--- src/rtl/status_pkg.sv ---
// ============================================================================
// Module : status_pkg
// Brief  : Flag bit indices and operation encodings for the status shift unit.
// Rev    : 1.0  initial release
// ============================================================================
`default_nettype none

package status_pkg;

  // Flag vectors are packed {Z,C,N,V}
  localparam int FLAG_Z = 3;
  localparam int FLAG_C = 2;
  localparam int FLAG_N = 1;
  localparam int FLAG_V = 0;

  typedef enum logic [1:0] {
    MU_LOAD_ALU = 2'd0,
    MU_LOAD_MA  = 2'd1,
    MU_SET      = 2'd2,
    MU_CLEAR    = 2'd3
  } mu_op_e;

  typedef enum logic [2:0] {
    MA_LOAD_ALU = 3'd0,
    MA_LOAD_MU  = 3'd1,
    MA_LOAD_D   = 3'd2,
    MA_SWAP     = 3'd3,
    MA_INV_C    = 3'd4,
    MA_CLEAR    = 3'd5,
    MA_HOLD6    = 3'd6,
    MA_HOLD7    = 3'd7
  } ma_op_e;

  typedef enum logic [1:0] {
    SH_FILL0   = 2'd0,
    SH_FILL1   = 2'd1,
    SH_ROTATE  = 2'd2,
    SH_CROSS   = 2'd3
  } shift_mode_e;

  typedef enum logic [2:0] {
    COND_Z  = 3'd0,
    COND_NZ = 3'd1,
    COND_C  = 3'd2,
    COND_NC = 3'd3,
    COND_N  = 3'd4,
    COND_V  = 3'd5,
    COND_LT = 3'd6,
    COND_LE = 3'd7
  } cond_sel_e;

endpackage

`default_nettype wire

--- src/rtl/shift_linkage.sv ---
// ============================================================================
// Module : shift_linkage
// Brief  : Combinational routing of slice RAM/Q shift linkage signals.
// Rev    : 1.0  initial release
// ============================================================================
`default_nettype none

module shift_linkage
  import status_pkg::*;
(
  input  logic       shift_en,
  input  logic       shift_dir,
  input  logic [1:0] shift_mode,
  input  logic       ram0_in,
  input  logic       ram3_in,
  input  logic       q0_in,
  input  logic       q3_in,
  input  logic       mu_n,
  output logic       ram0_out,
  output logic       ram3_out,
  output logic       q0_out,
  output logic       q3_out
);

  shift_mode_e mode_w;
  assign mode_w = shift_mode_e'(shift_mode);

  always_comb begin
    ram0_out = 1'b0;
    ram3_out = 1'b0;
    q0_out   = 1'b0;
    q3_out   = 1'b0;
    if (shift_en) begin
      if (!shift_dir) begin
        // Up shift: bits enter at the LSB end of RAM and Q
        unique case (mode_w)
          SH_FILL0:  begin ram0_out = 1'b0;    q0_out = 1'b0;    end
          SH_FILL1:  begin ram0_out = 1'b1;    q0_out = 1'b1;    end
          SH_ROTATE: begin ram0_out = ram3_in; q0_out = q3_in;   end
          SH_CROSS:  begin ram0_out = q3_in;   q0_out = ram3_in; end
          default:   ;
        endcase
      end else begin
        // Down shift: mode 1 replicates the micro sign for arithmetic shifts
        unique case (mode_w)
          SH_FILL0:  begin ram3_out = 1'b0;    q3_out = 1'b0;    end
          SH_FILL1:  begin ram3_out = mu_n;    q3_out = ram0_in; end
          SH_ROTATE: begin ram3_out = ram0_in; q3_out = q0_in;   end
          SH_CROSS:  begin ram3_out = q0_in;   q3_out = ram0_in; end
          default:   ;
        endcase
      end
    end
  end

endmodule

`default_nettype wire

--- src/rtl/status_shift_unit.sv ---
// ============================================================================
// Module : status_shift_unit
// Brief  : Micro/machine status registers, carry-in select, condition test
//          and shift linkage for an am2901-style slice.
// Rev    : 1.0  initial release
// ============================================================================
`default_nettype none

module status_shift_unit
  import status_pkg::*;
(
  input  logic       clk,
  input  logic       rst_n,
  input  logic       c4,
  input  logic       ovr,
  input  logic       f3,
  input  logic       f30,
  input  logic       ram0_in,
  input  logic       ram3_in,
  input  logic       q0_in,
  input  logic       q3_in,
  input  logic [3:0] d_in,
  input  logic       ce_mu,
  input  logic       ce_ma,
  input  logic [1:0] mu_op,
  input  logic [2:0] ma_op,
  input  logic [1:0] cin_sel,
  input  logic       shift_en,
  input  logic       shift_dir,
  input  logic [1:0] shift_mode,
  input  logic [3:0] cond_sel,
  output logic [3:0] mu_flags,
  output logic [3:0] ma_flags,
  output logic       ram0_out,
  output logic       ram3_out,
  output logic       q0_out,
  output logic       q3_out,
  output logic       c0_out,
  output logic       ct
);

  logic [3:0] mu_flags_q, mu_flags_d;
  logic [3:0] ma_flags_q, ma_flags_d;
  logic [3:0] alu_flags_w;
  logic [3:0] sel_flags_w;
  logic       swap_w;
  mu_op_e     mu_op_w;
  ma_op_e     ma_op_w;
  cond_sel_e  cond_w;

  assign mu_op_w     = mu_op_e'(mu_op);
  assign ma_op_w     = ma_op_e'(ma_op);
  assign cond_w      = cond_sel_e'(cond_sel[2:0]);
  assign alu_flags_w = {f30, c4, f3, ovr};
  assign swap_w      = ce_ma && (ma_op_w == MA_SWAP);

  always_comb begin
    mu_flags_d = mu_flags_q;
    if (ce_mu) begin
      unique case (mu_op_w)
        MU_LOAD_ALU: mu_flags_d = alu_flags_w;
        MU_LOAD_MA:  mu_flags_d = ma_flags_q;
        MU_SET:      mu_flags_d = 4'b1111;
        MU_CLEAR:    mu_flags_d = 4'b0000;
        default:     mu_flags_d = mu_flags_q;
      endcase
    end
    // A machine-register swap owns the micro register on that edge
    if (swap_w) mu_flags_d = ma_flags_q;
  end

  always_comb begin
    ma_flags_d = ma_flags_q;
    if (ce_ma) begin
      unique case (ma_op_w)
        MA_LOAD_ALU: ma_flags_d = alu_flags_w;
        MA_LOAD_MU:  ma_flags_d = mu_flags_q;
        MA_LOAD_D:   ma_flags_d = d_in;
        MA_SWAP:     ma_flags_d = mu_flags_q;
        MA_INV_C:    ma_flags_d = ma_flags_q ^ (4'b0001 << FLAG_C);
        MA_CLEAR:    ma_flags_d = 4'b0000;
        default:     ma_flags_d = ma_flags_q;
      endcase
    end
  end

  always_ff @(posedge clk or negedge rst_n) begin
    if (!rst_n) begin
      mu_flags_q <= 4'b0000;
      ma_flags_q <= 4'b0000;
    end else begin
      mu_flags_q <= mu_flags_d;
      ma_flags_q <= ma_flags_d;
    end
  end

  assign mu_flags = mu_flags_q;
  assign ma_flags = ma_flags_q;

  always_comb begin
    c0_out = 1'b0;
    unique case (cin_sel)
      2'd0:    c0_out = 1'b0;
      2'd1:    c0_out = 1'b1;
      2'd2:    c0_out = mu_flags_q[FLAG_C];
      2'd3:    c0_out = ma_flags_q[FLAG_C];
      default: c0_out = 1'b0;
    endcase
  end

  assign sel_flags_w = cond_sel[3] ? ma_flags_q : mu_flags_q;

  always_comb begin
    ct = 1'b0;
    unique case (cond_w)
      COND_Z:  ct = sel_flags_w[FLAG_Z];
      COND_NZ: ct = ~sel_flags_w[FLAG_Z];
      COND_C:  ct = sel_flags_w[FLAG_C];
      COND_NC: ct = ~sel_flags_w[FLAG_C];
      COND_N:  ct = sel_flags_w[FLAG_N];
      COND_V:  ct = sel_flags_w[FLAG_V];
      COND_LT: ct = sel_flags_w[FLAG_N] ^ sel_flags_w[FLAG_V];
      COND_LE: ct = sel_flags_w[FLAG_Z] | (sel_flags_w[FLAG_N] ^ sel_flags_w[FLAG_V]);
      default: ct = 1'b0;
    endcase
  end

  shift_linkage u_shift_linkage (
    .shift_en   (shift_en),
    .shift_dir  (shift_dir),
    .shift_mode (shift_mode),
    .ram0_in    (ram0_in),
    .ram3_in    (ram3_in),
    .q0_in      (q0_in),
    .q3_in      (q3_in),
    .mu_n       (mu_flags_q[FLAG_N]),
    .ram0_out   (ram0_out),
    .ram3_out   (ram3_out),
    .q0_out     (q0_out),
    .q3_out     (q3_out)
  );

endmodule

`default_nettype wire
--- config.mk ---
export PLATFORM = sky130hd
export DESIGN_NAME = status_shift_unit
export DESIGN_NICKNAME = d
export VERILOG_FILES = /design/src/rtl/status_pkg.sv /design/src/rtl/shift_linkage.sv /design/src/rtl/status_shift_unit.sv
export SDC_FILE = /design/constraint.sdc
export NUM_CORES = 1
export LEC_CHECK = 0
export BUFFER_PORTS_ARGS = -buffer_cell sky130_fd_sc_hd__buf_2
export CORE_UTILIZATION = 45
export DETAILED_ROUTE_END_ITERATION = 7
export GPL_TIMING_DRIVEN = 0
export MAX_ROUTING_LAYER = met4
export PLACE_DENSITY_LB_ADDON = 0.05
export SLEW_MARGIN = 20
export SYNTH_ARGS = -nofsm -noshare
export SYNTH_HDL_FRONTEND = slang
export SYNTH_HIERARCHICAL = 1
export SYNTH_SLANG_ARGS = --single-unit
--- constraint.sdc ---
create_clock -name clk -period 4.2 [get_ports clk]
set_clock_uncertainty 0.2 [all_clocks]
set_input_delay 0.21 -clock clk [delete_from_list [all_inputs] [get_ports clk]]
set_output_delay 0.21 -clock clk [all_outputs]
set_load 0.005 [all_outputs]
==> impl_results.md <==
* WL/cell at ~12 um
* Finished Core Util at 66.6%
* Mux contribution to synthesized area at 14.2%
* Post-synth ARST share at 100%
* CP required at ~3800 ps
* Clock Sinks at 8
* CTS Buf Count at 3
* First-pass GRT wire length at around 3300 um
* Post_cts resized at 0
* Total GRT Usage at 23.6%
* N_diodes at 0
* Htree depth at 1
* Number of fill cells in the layout at about 140
* Vias in the first global route at 798
* Setup TNS at 0 ps
* Die Y-Extent at approximately 43 um
* Residual DRC count at 0
* Tightest Pin Transition at 583 ps
* Routed Antenna Nets at 0
* I/O Pins at between 40 and 50
* Adder-cell share of the synthesized area at 0%
* Maximum clock rate at ~470 MHz
* Worst min-delay path category: in -> reg
* Critical path, cell by cell: mux4_2 -> xor2_1 -> nor2_1 -> a311oi_2 -> buf_2
* Multi-input gate area at slightly above 500 um^2
* Fin nets at 173
* CTS tree: done
* Syn. warnings at 6
* Via Count at roughly 870
* Layout cells sized above 1 at roughly two fifths
* Complex-gate fraction of the synthesized area at 36.9%
* Initial antenna violation count at 0
* Power Density at approximately 270 nW/um^2
* RSZ-0062 raised after global routing: no
* Largest family of logic cells by synthesized area: compound AO/OA/AOI/OAI gates
* First-pass iteration count of the detailed router at 8
* CP Launch Type: register
* Global route overflow at 0
* # rows at 14
* Layout area overhead at 35.8%
* Clock Path Buffers at 2
* Initial drt markers at 15
* Core area at ~1500 um^2
* Net Count, Synth at 124
* Worst-path fanout max at 6
* Clk_lat worst skew at between 200 and 300 ps
* Post-synthesis simple-gate area fraction at between 10% and 20%
* Slowest stage delay, CP at 490 ps
* Post-synth EDFFs at 0
* Count of cell types in the netlist at 29
* Post-synthesis sequential area ratio at 26.8%
* Hold Slack at between 15 and 20 ps
* CP Capture Type: primary output
* CTS root buffer: clkbuf_4
* GP Congestion at between 0.8 and 0.9
* Max-cap violations at 0
* Fin. max-slew vios at 0
* Xor/xnor cell area share of the yosys netlist at under 10%
* DR vias/cell at around 5.6
* Cell Area, Synth at 747 um^2
* Post-Syn Instances at 93
* Top FF cell, synth: dfrtp_1
* Cell family with most CP delay: multiplexers
* Initial core utilization at 49.0%
* Buffers and inverters on the worst path at 1
* WS Path Type: reg -> out
* Fin crit share at between 50% and 60%
* Avg Inst Size Synth at between 8 and 9 um^2
* Endpoints failing setup at 0
* Status: completed
* Setup bufs post-CTS at 0
* I/O Buffers at 43
* Post-layout min period at about 2100 ps
* Die width at 42.7 um
* Pleak at 0.514 nW
* VDD IR max at 0.184 mV
* Register area at between 200 and 250 um^2
* Hpwl dp at ~1600 um
* Post-synthesis register bit count at 8
* Reg clk slew, reported paths at 50 ps
* Max stage delay cell, worst path: mux4_2
* Relative slew slack at around three fifths
* Final Hold Vio Count at 0
* Crit path DAT at roughly 1700 ps
* Largest net degree at the start of global routing at 11
* Die Area at around 1800 um^2
* Total wire length at about 1900 um
## registers in the layout, indices dropped and copies added, names as in the netlist
signal / cells
ma_flags: 4
mu_flags: 4
## worst reg2reg max path: stages (launching register included)
cell and delay (ps):
dfrtp_1 430, a22o_1 250, a22oi_1 190, o21ai_0 100
## metrics by stage
step | setup WS [ps] | instance area [um^2] | power [W] | cells
after floorplan | 2520 | 747 | 0.000162 | 93
after global placement | 2390 | 982 | 0.000210 | 152
after detailed placement | 2350 | 982 | 0.000213 | 152
after CTS | 2080 | 1010 | 0.000273 | 156
after global routing | 2020 | 1010 | 0.000294 | 156
final | 2090 | 1010 | 0.000270 | 156
## power by group
part	switching (W)	leakage [nW]	internal (W)
clock	0.0000250	0.0138	0.0000326
sequential	0.0000174	0.0989	0.0000894
combinational	0.0000496	0.401	0.0000556
total	0.0000921	0.514	0.000178
## synthesized netlist by cell type (3+ instances only)
| cell | instances | area (um^2) |
|---|---|---|
| a31oi_1 | 3 | 18.8 |
| dfrtp_1 | 8 | 200 |
| a21oi_1 | 7 | 35.0 |
| mux2_2 | 3 | 33.8 |
| o2bb2ai_1 | 3 | 26.3 |
| a22oi_1 | 4 | 30.0 |
| nor2_1 | 11 | 41.3 |
| mux2i_1 | 5 | 50.1 |
| a22o_1 | 4 | 35.0 |
| o21ai_0 | 9 | 45.0 |
| nor2b_1 | 3 | 18.8 |
| nand2_1 | 9 | 33.8 |
| inv_1 | 6 | 22.5 |
## final cells by class
type	count	area share [%]
Buffer	2	0.986
Multi-Input combinational cell	77	50.7
Sequential cell	8	19.7
Clock buffer	3	2.22
Timing Repair Buffer	44	22.2
Inverter	6	2.22
Tap cell	16	1.97
## routing by layer
metal	wire length (um)	global-route usage [%]	vias to the layer above
met5	0	-	-
met1	850	28.2	386
met3	107	4.26	0
met4	0	5.00	0
li1	-	-	453
met2	987	41.2	30
## what timing repair did
action / CTS / global route
endpoints found under the hold margin: 8 / 0
hold buffers: 1 / 0
endpoints found under the setup margin: 0 / 0
## kinds of logic (layout without fill, tap and decap cells)
| group | count (synthesis) | in the layout |
|---|---|---|
| buffers and inverters | 8 | 55 |
| xor gates and xnor gates | 1 | 1 |
| DFF | 8 | 8 |
| muxes | 9 | 9 |
| AOI/OAI and AO/OA | 39 | 39 |
| and+or+nand+nor | 28 | 28 |
## worst paths after layout
check / start / end / slack [ps] / cells after the start
worst min-delay path: ma_op[2] / ma_flags[2] / 20 / 2
worst max-delay path: ma_flags[3] / ct / 2090 / 5
worst min register to register: ma_flags[0] / ma_flags[0] / 360 / 2
min in group asynchronous: rst_n / mu_flags[1] / 150 / 2
worst max register to register: mu_flags[3] / ma_flags[3] / 2890 / 3
max in group asynchronous: rst_n / mu_flags[2] / 3490 / 2
## cell usage in the layout, fill, tap and decap left out, types with 2 or more instances in the layout
master	instances
mux2_2	3
mux2i_1	5
a31oi_1	3
a21oi_1	7
buf_2	45
nand2b_1	2
a22oi_1	4
nor2_1	11
nand2_1	9
clkbuf_4	3
o2bb2ai_1	3
dfrtp_1	8
nor2b_1	3
inv_1	6
o21ai_0	9
a22o_1	4
No activity file was read; power rests on OpenSTA's default activity.
